`src/rtl/riscvx_hazard_pkg.sv`:
```
// Shared types and constants for the RISCVX pipeline hazard controller.
package riscvx_hazard_pkg;

    typedef enum logic [1:0] {
        RUN   = 2'd0,
        WAIT  = 2'd1,
        FAULT = 2'd2
    } hz_state_t;

    localparam logic [4:0] REG_X0 = 5'd0;

endpackage

```
`src/rtl/hazard_wait_timer.sv`:
```
// Counts data-memory wait cycles; expired flags the last permitted stall cycle.
module hazard_wait_timer
    import riscvx_hazard_pkg::*;
#(
    parameter int TIMEOUT = 16,
    parameter int CNT_W   = 8
) (
    input  logic clk,
    input  logic reset_n,
    input  logic start,
    input  logic ack,
    input  logic clear,
    output logic expired
);

    logic [CNT_W-1:0] wcnt;

    // A nonzero count means a wait is in progress; zero is the idle value.
    always_ff @(posedge clk or negedge reset_n) begin
        if (!reset_n)
            wcnt <= '0;
        else if (clear || ack)
            wcnt <= '0;
        else if (start)
            wcnt <= CNT_W'(1);
        else if (wcnt != '0)
            wcnt <= wcnt + CNT_W'(1);
    end

    assign expired = (wcnt == CNT_W'(TIMEOUT - 1));

endmodule

```
`src/rtl/hazard_ctrl.sv`:
```
// Pipeline hazard controller: load-use, redirect, memory wait and timeout fault.
// Define HAZARD_PERF_EN to build the stall/flush performance counters.
module hazard_ctrl
    import riscvx_hazard_pkg::*;
#(
    parameter int TIMEOUT = 16,
    parameter int CNT_W   = 8
) (
    input  logic        clk,
    input  logic        reset_n,
    input  logic [4:0]  rs1_ID,
    input  logic [4:0]  rs2_ID,
    input  logic        use_rs1_ID,
    input  logic        use_rs2_ID,
    input  logic [4:0]  rd_EX,
    input  logic        memread_EX,
    input  logic        redirect_EX,
    input  logic        mem_req_MEM,
    input  logic        mem_ack_MEM,
    output logic        stall_pc,
    output logic        stall_ifid,
    output logic        stall_idex,
    output logic        stall_exmem,
    output logic        flush_ifid,
    output logic        flush_idex,
    output logic        wbff,
    output logic        mem_fault,
    output logic [31:0] perf_stall_cnt,
    output logic [31:0] perf_flush_cnt
);

    hz_state_t state;
    logic memwait, loaduse, hold, expired;

    assign memwait = mem_req_MEM & ~mem_ack_MEM;
    assign loaduse = memread_EX & (rd_EX != REG_X0) &
                     ((use_rs1_ID & (rs1_ID == rd_EX)) | (use_rs2_ID & (rs2_ID == rd_EX)));
    // Once waiting, stalls persist until the ack even if the request drops.
    assign hold    = (state == WAIT) ? ~mem_ack_MEM : memwait;

    hazard_wait_timer #(.TIMEOUT(TIMEOUT), .CNT_W(CNT_W)) u_timer (
        .clk     (clk),
        .reset_n (reset_n),
        .start   ((state == RUN) & memwait),
        .ack     ((state == WAIT) & mem_ack_MEM),
        .clear   ((state != RUN) & (state != WAIT)),
        .expired (expired)
    );

    always_ff @(posedge clk or negedge reset_n) begin
        if (!reset_n) begin
            state <= RUN;
        end else begin
            case (state)
                RUN:     if (memwait) state <= WAIT;
                WAIT:    if (mem_ack_MEM) state <= RUN;
                         else if (expired) state <= FAULT;
                default: state <= RUN;
            endcase
        end
    end

    always_comb begin
        stall_pc    = 1'b0;
        stall_ifid  = 1'b0;
        stall_idex  = 1'b0;
        stall_exmem = 1'b0;
        flush_ifid  = 1'b0;
        flush_idex  = 1'b0;
        wbff        = 1'b0;
        mem_fault   = 1'b0;
        if (reset_n) begin
            if (state == FAULT) begin
                wbff       = 1'b1;
                mem_fault  = 1'b1;
                flush_ifid = 1'b1;
                flush_idex = 1'b1;
            end else if (state == RUN || state == WAIT) begin
                if (hold) begin
                    stall_pc    = 1'b1;
                    stall_ifid  = 1'b1;
                    stall_idex  = 1'b1;
                    stall_exmem = 1'b1;
                end else if (redirect_EX) begin
                    flush_ifid = 1'b1;
                    flush_idex = 1'b1;
                end else if (loaduse) begin
                    stall_pc   = 1'b1;
                    stall_ifid = 1'b1;
                    flush_idex = 1'b1;
                end
            end
        end
    end

`ifdef HAZARD_PERF_EN
    always_ff @(posedge clk or negedge reset_n) begin
        if (!reset_n) begin
            perf_stall_cnt <= '0;
            perf_flush_cnt <= '0;
        end else begin
            if (stall_pc)   perf_stall_cnt <= perf_stall_cnt + 32'd1;
            if (flush_idex) perf_flush_cnt <= perf_flush_cnt + 32'd1;
        end
    end
`else
    assign perf_stall_cnt = '0;
    assign perf_flush_cnt = '0;
`endif

endmodule
```
`config.mk`:
```
export PLATFORM = sky130hd
export DESIGN_NAME = hazard_ctrl
export DESIGN_NICKNAME = d
export VERILOG_FILES = /design/src/rtl/riscvx_hazard_pkg.sv /design/src/rtl/hazard_wait_timer.sv /design/src/rtl/hazard_ctrl.sv
export SDC_FILE = /design/constraint.sdc
export NUM_CORES = 1
export LEC_CHECK = 0
export BUFFER_PORTS_ARGS = -buffer_cell sky130_fd_sc_hd__buf_2
export CELL_PAD_IN_SITES_DETAIL_PLACEMENT = 1
export CELL_PAD_IN_SITES_GLOBAL_PLACEMENT = 2
export CORE_UTILIZATION = 21
export DETAILED_ROUTE_END_ITERATION = 8
export PLACE_DENSITY = 0.91
export RECOVER_POWER = 25
export SLEW_MARGIN = 20
export SYNTH_ARGS = -nofsm -noshare
export SYNTH_HDL_FRONTEND = slang
export SYNTH_SLANG_ARGS = --single-unit
```
`constraint.sdc`:
```
create_clock -name clk -period 5.09 [get_ports clk]
set_clock_uncertainty 0.2 [all_clocks]
set_input_delay 1.018 -clock clk [delete_from_list [all_inputs] [get_ports clk]]
set_output_delay 1.018 -clock clk [all_outputs]
set_load 0.05 [all_outputs]
```
==> results.yml <==
yosys:
  yosysUniqueCellTypes: 35
  synth_edf_count: 0
  synth_seq_cells: 10
  yosysWarningCount: 0
  mappedNetlistArea_sq_um: 1220
  synth_ff_type: "dfrtp_1"
  syn_inst: 145
  synth-async-reset-ratio_pct: 100
  avgSynthCellArea_sq_um: 8.40
  ys_seq_area_share_pct: 20.5
grt:
  grt-ovfl-total: 0
  grt_pass1_vias: 780
  grt_usage_pct: 7.18
  grt_pass1_wl_um: 3450
  grt_max_degree: 15
  antenna_found_initial: 0
clock_tree:
  clock_path_buffers: 2
  path_clk_slew_ns: 0.05
  postCtsHoldBufs: 0
  cts_resized: 0
  clock-sinks: 10
  cts_setup_buffers: 0
  clk_latency_ns: 0.24
  cts_max_level: 1
  cts.root.buffer_cell: "clkbuf_8"
  cts_buffers: 3
  cts_tree: "built"
floorplan:
  die_area_sq_um: 6110
  ioPinCount: 95
  die_h_um: 78.2
  die_w_um: 78.2
  core.rowCount: 27
  initial_utilization_pct: 22.0
  core_region_area_sq_um: 5540
place:
  hpwl_um: 1920
  placed_area_sq_um: 1190
  gp_congestion: 0.702
  dp_cells: 243
  portBuffers: 30
  post-place-ws_ns: 1.62
final_layout:
  syn_to_final_growth_pct: 2.26
  utilization_pct: 22.5
  fin_nets: 201
  fill_cells: 698
  stdcell_area_sq_um: 1250
  drive_gt1_share_pct: 21.1
  antenna_cells: 0
  final_cells: 247
routing:
  vias: 848
  drc: 0
  dr.pass1.iters: 2
  ant_nets: 0
  wire_per_inst_um: 9.18
  routed_via_density: 3.43
  wl_um: 2270
  drt_iter0_drc: 14
worst_hold_path:
  hold_start: "state[1]"
  hp-class: "register to register"
sta:
  fmax_mhz: 272
  final.min_clock_period_ns: 3.68
  setup_slack_ns: 1.41
  slew_headroom_pct: 55.4
  hold_viol_final: 0
  finalSetupViolations: 0
  rsz0062_at_grt: "false"
  worst_slew_pin_slew_ns: 0.669
  tns_ns: 0
  final-max-slew-violation-count: 0
  period_share_pct: 72.2
run:
  drv_cap: 0
setup_path:
  cp_cell_sequence: "clkbuf_1 > or4b_1 > o21bai_1 > buf_2"
  critPathMaxFanout: 14
  crit_start: "reset_n"
  arrival_ns: 2.46
  cp-end-kind: "output pin"
  crit_type: "primary input to output pin"
  worstReg2RegStart: "u_timer.wcnt[0]"
  cp_slowest_cell: "clkbuf_1"
  cp.required_ns: 3.87
  max_stage_delay_ns: 0.50
  cp-start-kind: "primary input"
outcome:
  status: "complete, no violations"
pwr:
  power_leakage_nw: 0.675
  p_per_area_nw_per_um2: 334
  irDropWorstVdd_v: 0.0000765
-- final timing paths --
kind / to / slack (ns) / depth (start not counted)
min in group asynchronous: u_timer.wcnt[4] / 0.59 / 1
max: stall_ifid / 1.41 / 4
max in group asynchronous: state[0] / 3.67 / 1
max reg2reg: u_timer.wcnt[2] / 3.35 / 6
min reg2reg: state[1] / 0.35 / 1
min: state[1] / 0.35 / 1
-- where the power goes --
group	switching [mW]	internal, mW	total [mW]
Clock	0.0324	0.0681	0.101
Sequential	0.0190	0.0948	0.114
Combinational	0.157	0.0456	0.203
-- sequential cells by signal, summed over array words and instances, names as in the netlist --
register and flops:
u_timer.wcnt 8, state 2
-- kinds of logic after synthesis --
kind of cell,count (synthesis),synth area share (%)
other,1,0.308
AO/OA/AOI/OAI,15,8.83
AND/OR/NAND/NOR,32,15.3
buffers and inverters,70,42.2
adder cells (fa/ha/maj),2,2.05
XOR/XNOR,15,10.8
flip-flops,10,20.5
-- critical path: cells and delay by family --
kind / cells / cell delay (ns)
AND/OR/NAND/NOR: 1 / 0.50
AO/OA/AOI/OAI: 1 / 0.16
buffers and inverters: 2 / 0.78
-- layout by cell type (no fill, tap or decap), types with 2 or more instances in the layout --
| master | instances |
|---|---|
| nor4_1 | 3 |
| conb_1 | 64 |
| inv_1 | 3 |
| clkbuf_8 | 4 |
| nand2_1 | 4 |
| buf_2 | 29 |
| xnor2_1 | 3 |
| and2_1 | 2 |
| nor3_1 | 3 |
| o21bai_1 | 2 |
| dfrtp_1 | 10 |
| nor2_1 | 7 |
| xor2_1 | 12 |
| ha_1 | 2 |
| nand3_1 | 3 |
| o21ai_0 | 3 |
-- synth_stat cells (all sizes together), types with 3 or more instances --
cell | n | area share, %
xor2 | 12 | 8.6
nor2 | 7 | 2.2
dfrtp | 10 | 21
nor3 | 3 | 1.2
buf | 67 | 41
xnor2 | 3 | 2.2
nand2 | 4 | 1.2
nor4 | 3 | 1.5
o21ai | 4 | 1.6
inv | 3 | 0.92
nand3 | 3 | 1.2
and2 | 3 | 1.5
-- through the flow --
stage	hold WS (ns)	power (mW)
global placement	0.334	0.312
finish	0.352	0.417
floorplan	0.295	0.322
detailed placement	0.354	0.319
CTS	0.365	0.423
global route	0.388	0.443
-- layout make-up --
cell class / instances / area [sq um] / area share, %
clock buffer: 4 / 55.1 / 4.42
inverter: 3 / 11.3 / 0.904
multi-input combinational: 128 / 691 / 55.4
sequential: 10 / 250 / 20.1
tap: 72 / 90.1 / 7.23
timing repair buffer: 30 / 149 / 11.9
-- per-layer routing --
| metal | track usage (%) | vias up | part of all wire (%) |
|---|---|---|---|
| li1 | - | 406 | - |
| met5 | 0 | - | 0 |
| met4 | 2.22 | 0 | 0.71 |
| met3 | 2.91 | 2 | 13 |
| met2 | 13.9 | 62 | 52 |
| met1 | 6.77 | 378 | 35 |
Power figures use the tool's default switching activity.
